## src/rtl/i2c_pkg.sv

```systemverilog
// Shared definitions for the I2C slave front end: defaults and the byte-level FSM states.
package i2c_pkg;

  localparam logic [6:0]  I2C_ADDRESS_DEFAULT = 7'h3C;
  localparam int unsigned FILTER_LEN_DEFAULT  = 4;

  // ACK_REG / ACK_WR / RD_LOAD are the one-SCL-period phases between bytes
  // where the slave drives (or prepares to drive) the ninth bit.
  typedef enum logic [3:0] {
    ST_IDLE,
    ST_DEV_ADDR,
    ST_ACK_DEV,
    ST_REG_ADDR,
    ST_ACK_REG,
    ST_WRITE,
    ST_ACK_WR,
    ST_READ,
    ST_RD_ACK,
    ST_RD_LOAD,
    ST_IDLE_WAIT
  } state_e;

endpackage

```

## src/rtl/i2c_line_filter.sv

```systemverilog
// Two-flop synchronizer plus stability filter for one open-drain line.
// The filtered level only moves after FILTER_LEN consecutive differing
// samples; rise/fall pulse for one clk in the cycle the level changes.
module i2c_line_filter #(
  parameter int unsigned FILTER_LEN = 4
) (
  input  logic clk,
  input  logic rst_n,
  input  logic line_i,
  output logic level_o,
  output logic rise_o,
  output logic fall_o
);

  localparam int unsigned     CW       = (FILTER_LEN > 1) ? $clog2(FILTER_LEN) : 1;
  localparam logic [CW-1:0]   CNT_MAX  = CW'(FILTER_LEN - 1);
  localparam logic [CW-1:0]   CNT_ONE  = CW'(1);

  logic [1:0]    sync_q;
  logic [CW-1:0] cnt_q,   cnt_d;
  logic          level_q, level_d;
  logic          rise_q,  rise_d;
  logic          fall_q,  fall_d;

  // Stability counter: count samples that disagree with the filtered level.
  always_comb begin
    // NOTE: every signal gets a default before any branch, so no path can leave it unassigned and infer a latch.
    cnt_d   = cnt_q;
    level_d = level_q;
    rise_d  = 1'b0;
    fall_d  = 1'b0;
    if (sync_q[1] == level_q) begin
      cnt_d = '0;
    end else if (cnt_q == CNT_MAX) begin
      cnt_d   = '0;
      level_d = sync_q[1];
      rise_d  = sync_q[1];
      fall_d  = ~sync_q[1];
    end else begin
      cnt_d = cnt_q + CNT_ONE;
    end
  end

  // Synchronizer and filter state; an idle I2C line is high, so reset to 1.
  always_ff @(posedge clk or negedge rst_n) begin
    if (!rst_n) begin
      sync_q  <= 2'b11;
      cnt_q   <= '0;
      level_q <= 1'b1;
      rise_q  <= 1'b0;
      fall_q  <= 1'b0;
    end else begin
      // NOTE: non-blocking assignments here, so every flop samples the values from before the edge.
      sync_q  <= {sync_q[0], line_i};
      cnt_q   <= cnt_d;
      level_q <= level_d;
      rise_q  <= rise_d;
      fall_q  <= fall_d;
    end
  end

  assign level_o = level_q;
  assign rise_o  = rise_q;
  assign fall_o  = fall_q;

endmodule

```

## src/rtl/i2c_slave_serial.sv

```systemverilog
// Byte-level I2C slave feeding a register interface: pointer writes,
// auto-incrementing burst writes and repeated-start burst reads.
// SDA is only ever pulled low (open drain); SCL is never driven.
module i2c_slave_serial
  import i2c_pkg::*;
#(
  parameter logic [6:0]  I2C_ADDRESS = I2C_ADDRESS_DEFAULT,
  parameter int unsigned FILTER_LEN  = FILTER_LEN_DEFAULT
) (
  input  logic       clk,
  input  logic       rst_n,
  input  logic       scl_in,
  input  logic       sda_in,
  output logic       sda_oe,
  output logic [7:0] reg_addr,
  output logic [7:0] reg_wdata,
  output logic       reg_wen,
  input  logic [7:0] reg_rdata,
  output logic       busy
);

  logic scl_lvl, scl_rise, scl_fall;
  logic sda_lvl, sda_rise, sda_fall;

  i2c_line_filter #(.FILTER_LEN(FILTER_LEN)) u_scl_filter (
    .clk     (clk),
    .rst_n   (rst_n),
    .line_i  (scl_in),
    .level_o (scl_lvl),
    .rise_o  (scl_rise),
    .fall_o  (scl_fall)
  );

  i2c_line_filter #(.FILTER_LEN(FILTER_LEN)) u_sda_filter (
    .clk     (clk),
    .rst_n   (rst_n),
    .line_i  (sda_in),
    .level_o (sda_lvl),
    .rise_o  (sda_rise),
    .fall_o  (sda_fall)
  );

  state_e     state_q,     state_d;
  logic [3:0] bit_cnt_q,   bit_cnt_d;
  logic [7:0] shift_q,     shift_d;
  logic       rw_q,        rw_d;
  logic       sda_oe_q,    sda_oe_d;
  logic [7:0] reg_addr_q,  reg_addr_d;
  logic [7:0] reg_wdata_q, reg_wdata_d;
  logic       reg_wen_q,   reg_wen_d;
  logic       busy_q,      busy_d;

  logic       start_det, stop_det;
  logic [7:0] rx_byte;

  // SDA may only change while SCL is low, so an SDA edge with SCL high is a bus condition.
  assign start_det = sda_fall & scl_lvl;
  assign stop_det  = sda_rise & scl_lvl;
  // Byte as it stands once the current bit is shifted in, MSB first.
  assign rx_byte   = {shift_q[6:0], sda_lvl};

  // Next-state and output decode; START/STOP pre-empt every state.
  always_comb begin
    state_d     = state_q;
    bit_cnt_d   = bit_cnt_q;
    shift_d     = shift_q;
    rw_d        = rw_q;
    sda_oe_d    = sda_oe_q;
    reg_addr_d  = reg_addr_q;
    reg_wdata_d = reg_wdata_q;
    reg_wen_d   = 1'b0;
    busy_d      = busy_q;

    // Post-write auto-increment lands on the clk after the strobe.
    if (reg_wen_q) reg_addr_d = reg_addr_q + 8'd1;

    if (start_det) begin
      state_d   = ST_DEV_ADDR;
      bit_cnt_d = '0;
      sda_oe_d  = 1'b0;
      busy_d    = 1'b1;
    end else if (stop_det) begin
      state_d  = ST_IDLE;
      sda_oe_d = 1'b0;
      busy_d   = 1'b0;
    end else begin
      case (state_q)
        ST_DEV_ADDR: begin
          if (scl_rise) begin
            shift_d   = rx_byte;
            bit_cnt_d = bit_cnt_q + 4'd1;
            if (bit_cnt_q == 4'd7) begin
              if (rx_byte[7:1] == I2C_ADDRESS) rw_d    = rx_byte[0];
              else                             state_d = ST_IDLE;
            end
          end else if (scl_fall && bit_cnt_q == 4'd8) begin
            sda_oe_d = 1'b1;
            state_d  = ST_ACK_DEV;
          end
        end
        ST_ACK_DEV: begin
          if (scl_fall) begin
            if (rw_q) begin
              sda_oe_d  = ~reg_rdata[7];
              shift_d   = {reg_rdata[6:0], 1'b0};
              bit_cnt_d = 4'd1;
              state_d   = ST_READ;
            end else begin
              sda_oe_d  = 1'b0;
              bit_cnt_d = '0;
              state_d   = ST_REG_ADDR;
            end
          end
        end
        ST_REG_ADDR: begin
          if (scl_rise) begin
            shift_d   = rx_byte;
            bit_cnt_d = bit_cnt_q + 4'd1;
            if (bit_cnt_q == 4'd7) reg_addr_d = rx_byte;
          end else if (scl_fall && bit_cnt_q == 4'd8) begin
            sda_oe_d = 1'b1;
            state_d  = ST_ACK_REG;
          end
        end
        ST_WRITE: begin
          if (scl_rise) begin
            shift_d   = rx_byte;
            bit_cnt_d = bit_cnt_q + 4'd1;
            if (bit_cnt_q == 4'd7) begin
              reg_wdata_d = rx_byte;
              reg_wen_d   = 1'b1;
            end
          end else if (scl_fall && bit_cnt_q == 4'd8) begin
            sda_oe_d = 1'b1;
            state_d  = ST_ACK_WR;
          end
        end
        ST_ACK_REG, ST_ACK_WR: begin
          if (scl_fall) begin
            sda_oe_d  = 1'b0;
            bit_cnt_d = '0;
            state_d   = ST_WRITE;
          end
        end
        ST_READ: begin
          // bit_cnt counts bits already placed on SDA.
          if (scl_fall) begin
            if (bit_cnt_q == 4'd8) begin
              sda_oe_d = 1'b0;
              state_d  = ST_RD_ACK;
            end else begin
              sda_oe_d  = ~shift_q[7];
              shift_d   = {shift_q[6:0], 1'b0};
              bit_cnt_d = bit_cnt_q + 4'd1;
            end
          end
        end
        ST_RD_ACK: begin
          if (scl_rise) begin
            if (!sda_lvl) begin
              reg_addr_d = reg_addr_q + 8'd1;
              state_d    = ST_RD_LOAD;
            end else begin
              state_d = ST_IDLE_WAIT;
            end
          end
        end
        ST_RD_LOAD: begin
          // Half an SCL period has passed since the increment, so reg_rdata has caught up.
          if (scl_fall) begin
            sda_oe_d  = ~reg_rdata[7];
            shift_d   = {reg_rdata[6:0], 1'b0};
            bit_cnt_d = 4'd1;
            state_d   = ST_READ;
          end
        end
        default: ;  // IDLE and IDLE_WAIT only leave on START/STOP
      endcase
    end
  end

  // State and output registers; outputs come straight from flops so reset clears them without a clk.
  always_ff @(posedge clk or negedge rst_n) begin
    if (!rst_n) begin
      state_q     <= ST_IDLE;
      bit_cnt_q   <= '0;
      shift_q     <= '0;
      rw_q        <= 1'b0;
      sda_oe_q    <= 1'b0;
      reg_addr_q  <= '0;
      reg_wdata_q <= '0;
      reg_wen_q   <= 1'b0;
      busy_q      <= 1'b0;
    end else begin
      state_q     <= state_d;
      bit_cnt_q   <= bit_cnt_d;
      shift_q     <= shift_d;
      rw_q        <= rw_d;
      sda_oe_q    <= sda_oe_d;
      reg_addr_q  <= reg_addr_d;
      reg_wdata_q <= reg_wdata_d;
      reg_wen_q   <= reg_wen_d;
      busy_q      <= busy_d;
    end
  end

  assign sda_oe    = sda_oe_q;
  assign reg_addr  = reg_addr_q;
  assign reg_wdata = reg_wdata_q;
  assign reg_wen   = reg_wen_q;
  assign busy      = busy_q;

endmodule

```

## config.mk

```make
export PLATFORM = sky130hd
export DESIGN_NAME = i2c_slave_serial
export DESIGN_NICKNAME = d
export VERILOG_FILES = /design/src/rtl/i2c_pkg.sv /design/src/rtl/i2c_line_filter.sv /design/src/rtl/i2c_slave_serial.sv
export SDC_FILE = /design/constraint.sdc
export NUM_CORES = 1
export LEC_CHECK = 0
export ABC_AREA = 1
export ABC_CLOCK_PERIOD_IN_PS = 4100
export BUFFER_PORTS_ARGS = -buffer_cell sky130_fd_sc_hd__buf_2
export CORE_AREA = 2 2 89 66
export CTS_BUF_LIST = sky130_fd_sc_hd__clkbuf_8
export DETAILED_ROUTE_END_ITERATION = 7
export DIE_AREA = 0 0 91 68
export PLACE_DENSITY = 0.91
export SYNTH_ARGS = -nofsm -noshare
export SYNTH_HDL_FRONTEND = slang
export SYNTH_HIERARCHICAL = 1
export SYNTH_SLANG_ARGS = --single-unit
```

## constraint.sdc

```tcl
create_clock -name clk -period 4.1 [get_ports clk]
set_input_delay 0.41 -clock clk [delete_from_list [all_inputs] [get_ports clk]]
set_output_delay 0.41 -clock clk [all_outputs]
set_load 0.01 [all_outputs]
```

==> flow_summary.ini, run 1 <==
[status]
run_status = completed

[cts]
clk_pin_slew_worst_paths_ps = 110
clockBufferDepth = 2
post_cts_resized = 0
postCtsSetupRepairBufs = 0
numCtsBuffers = 5
clk_latency_ps = 310
htreeDepth = 2
tritoncts = built
clock_sinks = 50
ctsHoldBuffers = 0
root_buffer = clkbuf_8

[logic_synthesis]
synth_common_cells = 152 x nand2_1, 48 x inv_1, 47 x nor2_1
synth_edf_count = 0
ys_types = 31
syn_area_sq_um = 3250
yosysMostFrequentCell = nand2_1
ys_warn_count = 6
ys_ff_latch = 50
async_flop_share_pct = 100
synth_flop_cell = dfrtp_1
yosys.area.top_type = dfrtp_1
synth_area_leaders = dfrtp_1 34%, nand2_1 18%, nand3_1 6.5%
netlist_instances = 465
synth_top_area_share_pct = 33.9
syn_area_per_cell_sq_um = 6.99
synth.net_count = 482
seq_area_frac_synth_pct = 38.7

[detailed_routing]
dr.pass1.iters = 5
drc_errors = 0
drt-total-wl_mm = 7.94
drt_iter0_drc = 364
wl_per_cell_um = 13.9
post_drt_via_cell_ratio = 5.57
ant_nets = 0
num_vias = 3173

[die]
die_area_sq_um = 6190
fp.dieH_um = 68
core_sq_um = 5410
die_w_um = 91
rows = 23
ioPinCount = 31
start_util_pct = 60.1

[timing]
clock_skew_ps = 8.51
slew_headroom_pct = 29.3
final_hold_viol_count = 0
min_period_over_period_pct = 49.1
max_freq_mhz = 497
finalCriticalPeriod_ps = 2010
setup_viol = 0
worst_slew_pin_slew_ps = 1060
fin_setup_tns_ps = 0
hold_ws_ps = 194
finalMaxSlewViolations = 0
rsz0062_at_grt = false

[global_route]
grt_overflow = 0
grt_pass1_vias = 2893
grt_usage_pct = 27.1
grt_max_degree = 51
antenna_found_initial = 0
grt_pass1_wl_mm = 13.3

[final_layout]
fill_cells = 492
n_antenna_cell = 0
fin_nets = 511
layout-drive-gt1-share_pct = 18.6
syn_to_final_growth_pct = 9.00

[critical_path]
crit_path_end_kind = register
critical_path_class = register to register
worst_setup_path_start_kind = register
required_ps = 4310
cp.arrival_ps = 2220
crit_fanout = 18

[hold_path]
hold_path_class = input pin to register

[power_and_ir_drop]
p_per_area_nw_per_um2 = 612
power.total_w = 0.00217
power_leakage_nw = 1.96
vdd_ir_drop_max_mv = 0.417

[job]
drv_cap = 0

[placement]
place.detailed.hpwl_mm = 6.01
portBuffers = 30
gp_congestion = 1.01
flip-flops by register name (all words and copies together), names as in the netlist, 2 cells and up:
signal and count:
bit_cnt_q 4, reg_wdata 8, u_scl_filter/cnt_q 2, u_sda_filter/cnt_q 2
shift_q 8, u_scl_filter/sync_q 2, reg_addr 8, u_sda_filter/sync_q 2
state_q 4
kinds of logic (layout without fill, tap and decap cells):
family,after synthesis,count (layout),synth area share [%]
AOI/OAI and AO/OA,62,62,11.6
xor gates and xnor gates,4,4,1.08
adders and majority gates,5,5,1.92
buffers and inverters,63,93,7.89
DFF,50,50,38.7
muxes,2,2,0.616
and+or+nand+nor,279,279,38.2
final timing paths:
kind,startpoint,to,slack [ps],cells past startpoint
max,state_q[3],state_q[1],2090,10
min,scl_in,u_scl_filter/sync_q[0],190,1
max reg2reg,state_q[3],state_q[1],2090,10
min reg2reg,u_scl_filter/sync_q[0],u_scl_filter/sync_q[1],360,0
max in group asynchronous,rst_n,bit_cnt_q[1],3160,1
min in group asynchronous,rst_n,reg_wdata[5],290,1
worst max-delay path: stages (launching register included):
cell and delay (ps):
dfrtp_1 470, inv_2 160, nand2_1 430, nand2_1 260, nor2_1 70, nand2_1 110, nand2_1 60, nand2_1 70
nand3_1 150, nand2_1 90, nand2_1 50
metal layers:
metal  GRT usage [%]  wire length (um)  up-vias
met5               0                 0        -
met4            7.20                38        0
met3            5.07               779        8
met2            41.9              3530      156
met1            39.7              3600     1468
li1                -                 -     1541
metrics by stage:
stage               std cells  instance area (sq um)  setup WS, ps  utilization [%]
floorplan                 465                   3250          2480                -
global placement          562                   3450          2230             63.7
detailed placement        562                   3450          2150             63.7
CTS                       570                   3540          2130             65.5
global route              570                   3540          1910             65.5
finish                    570                   3540          2090             65.5
power by group:
part           total (W)  switching [W]  internal (W)
Combinational    0.00114       0.000783      0.000352
Sequential      0.000721       0.000116      0.000605
Clock           0.000314       0.000187      0.000127
layout by cell type, fill, tap and decap left out, drive strengths merged, types with 5 or more instances in the layout:
master    n
a21oi    23
ha        5
nor3      5
clkbuf    5
nand2   166
dfrtp    44
buf      30
o21ai    35
nor2     56
nand4     8
inv      55
nand3    43
dfstp     6
cell type report:
cell class	instances	area [sq um]	share of cell area [%]
Clock inverter	3	28.8	0.812
Clock buffer	5	68.8	1.94
Sequential cell	50	1260	35.5
Inverter	55	208	5.86
Timing Repair Buffer	30	150	4.24
Multi-Input combinational cell	352	1740	49.0
Tap cell	75	93.8	2.65
(Power assumes the default switching activity.)
==> inputs of run 2 (changes only) <==
- ABC_CLOCK_PERIOD_IN_PS: 4100 -> 1800
- CORE_AREA: 2 2 89 66 -> 2 2 95 69
- DIE_AREA: 0 0 91 68 -> 0 0 97 71
- PLACE_DENSITY: 0.91 -> 0.86
- clock period: 4.1 -> 1.8 ns (I/O delays scaled with it)
==> flow_summary.ini, run 2 (synthesis results as in run 1) <==
[die]
die_w_um = 97
fp.dieH_um = 71
ioPinCount = 31
rows = 24
core_sq_um = 6040
start_util_pct = 53.9
die_area_sq_um = 6890

[global_route]
grt_overflow = 0
antenna_found_initial = 0
grt_pass1_vias = 2811
grt_pass1_wl_mm = 13.2
grt_max_degree = 51
grt_usage_pct = 24.0

[critical_path]
r2r_cells = 10
required_ps = 2000
cp.arrival_ps = 1950
worst_setup_path_start_kind = register
cp.depth = 10
critical_path_class = register to register
max_stage_delay_ps = 490
r2r_slack_ps = 60
crit_start = state_q[1]
crit_slowest_cell = dfrtp_2
crit_fanout = 16
reg2reg_to = shift_q[4]
path_cells = clkinv_2 > nand2_2 > nor2_4 > inv_1 > nand2_4 > nor2_1 > nor2_2 > nand2_8 > nand2_1 > o21ai_2
cpLargestDelayFamily = simple AND/OR/NAND/NOR gates
crit_path_end_kind = register
r2r-start = state_q[1]
cp_num_buf_inv = 2
crit_end = shift_q[4]

[timing]
hold_ws_ps = 144
final_hold_viol_count = 0
finalWorstSetupSlack_ps = 56.3
fin_setup_tns_ps = 0
worst_slew_pin_slew_ps = 616
finalMaxSlewViolations = 0
clock_skew_ps = 10.8
setup_viol = 0
max_freq_mhz = 574
finalCriticalPeriod_ps = 1740
min_period_over_period_pct = 96.9
slew_headroom_pct = 58.9
rsz0062_at_grt = true

[placement]
place.detailed.hpwl_mm = 6.12
portBuffers = 30
placed_cells = 581
dp_slack_ps = 50.8
gp_congestion = 0.994

[cts]
root_buffer = clkbuf_8
tritoncts = built
clockBufferDepth = 2
clk_latency_ps = 320
htreeDepth = 2
clock_sinks = 50
clk_pin_slew_worst_paths_ps = 100
numCtsBuffers = 5

[detailed_routing]
wl_per_cell_um = 13.5
drc_errors = 0
drt-total-wl_mm = 8.00
drt_iter0_drc = 263
post_drt_via_cell_ratio = 5.35
num_vias = 3170
ant_nets = 0
dr.pass1.iters = 5

[job]
drv_cap = 0

[power_and_ir_drop]
power.total_w = 0.00535
vdd_ir_drop_max_mv = 0.861
power_leakage_nw = 2.05
p_per_area_nw_per_um2 = 1420

[final_layout]
layout_commonest_cell = nand2_1
fin_nets = 531
layout-drive-gt1-share_pct = 23.7
fin_cells = 593
syn_to_final_growth_pct = 15.8
fill_cells = 515
final_cell_mix = 151 x nand2_1, 47 x inv_1, 43 x nor2_1
n_antenna_cell = 0

[status]
run_status = completed

[hold_path]
hold_path_class = input pin to register
[run 2: changes by cell type in the layout (fill, tap and decap cells not counted), sizes merged]
| cell | delta |
|---|---|
| bufinv | +1 |
| inv | +1 |
| buf | +16 |
| dlygate4sd3 | +3 |
| clkinv | -2 |
| clkbuf | +1 |
[run 2: worst min-delay path by stage]
stage | to | cells past startpoint | slack [ps] | from
after floorplan | bit_cnt_q[0] | 0 | -120 | rst_n
after global placement | u_sda_filter/sync_q[0] | 1 | 290 | sda_in
after detailed placement | u_sda_filter/sync_q[0] | 1 | 290 | sda_in
after CTS | shift_q[5] | 3 | 150 | reg_rdata[4]
after global routing | shift_q[2] | 3 | 150 | reg_rdata[1]
final | shift_q[5] | 3 | 140 | reg_rdata[4]
[run 2: report_power, final]
group          total [W]  internal, W  switching [W]
combinational    0.00288     0.000951        0.00193
sequential       0.00161      0.00139       0.000229
clock           0.000853     0.000425       0.000428
total            0.00535      0.00276        0.00259
[run 2: routing by layer]
metal  part of all wire, %  global-route usage (%)  up-vias
met5                     0                       0        -
met4                   1.2                    7.67        0
met3                   8.8                    5.63        9
met2                    41                    33.8      138
met1                    49                    36.5     1435
li1                      -                       -     1588
[run 2: worst min-delay path: stages]
cell and delay, ps:
buf_2 80, a21oi_1 60, o21ai_2 110
[run 2: per-stage QoR]
stage                     area (sq um)  util (%)
after floorplan                   3250         -
after global placement            3570      59.2
after detailed placement          3570      59.2
after CTS                         3720      61.6
after global routing              3760      62.4
final                             3760      62.4
[run 2: final cells by class]
type,count,area (sq um),share of cell area (%)
Clock inverter,3,47.5,1.26
Multi-Input combinational cell,352,1770,47.1
Inverter,55,208,5.52
Timing Repair Buffer,50,305,8.11
Clock buffer,5,68.8,1.83
Tap cell,78,97.6,2.59
Sequential cell,50,1260,33.6
[run 2: timing repair]
action	in CTS	in global routing
hold buffers	3	0
gates resized for setup	0	15
hold endpoints to repair	46	0
buffers inserted	0	1
endpoints found under the setup margin	0	27
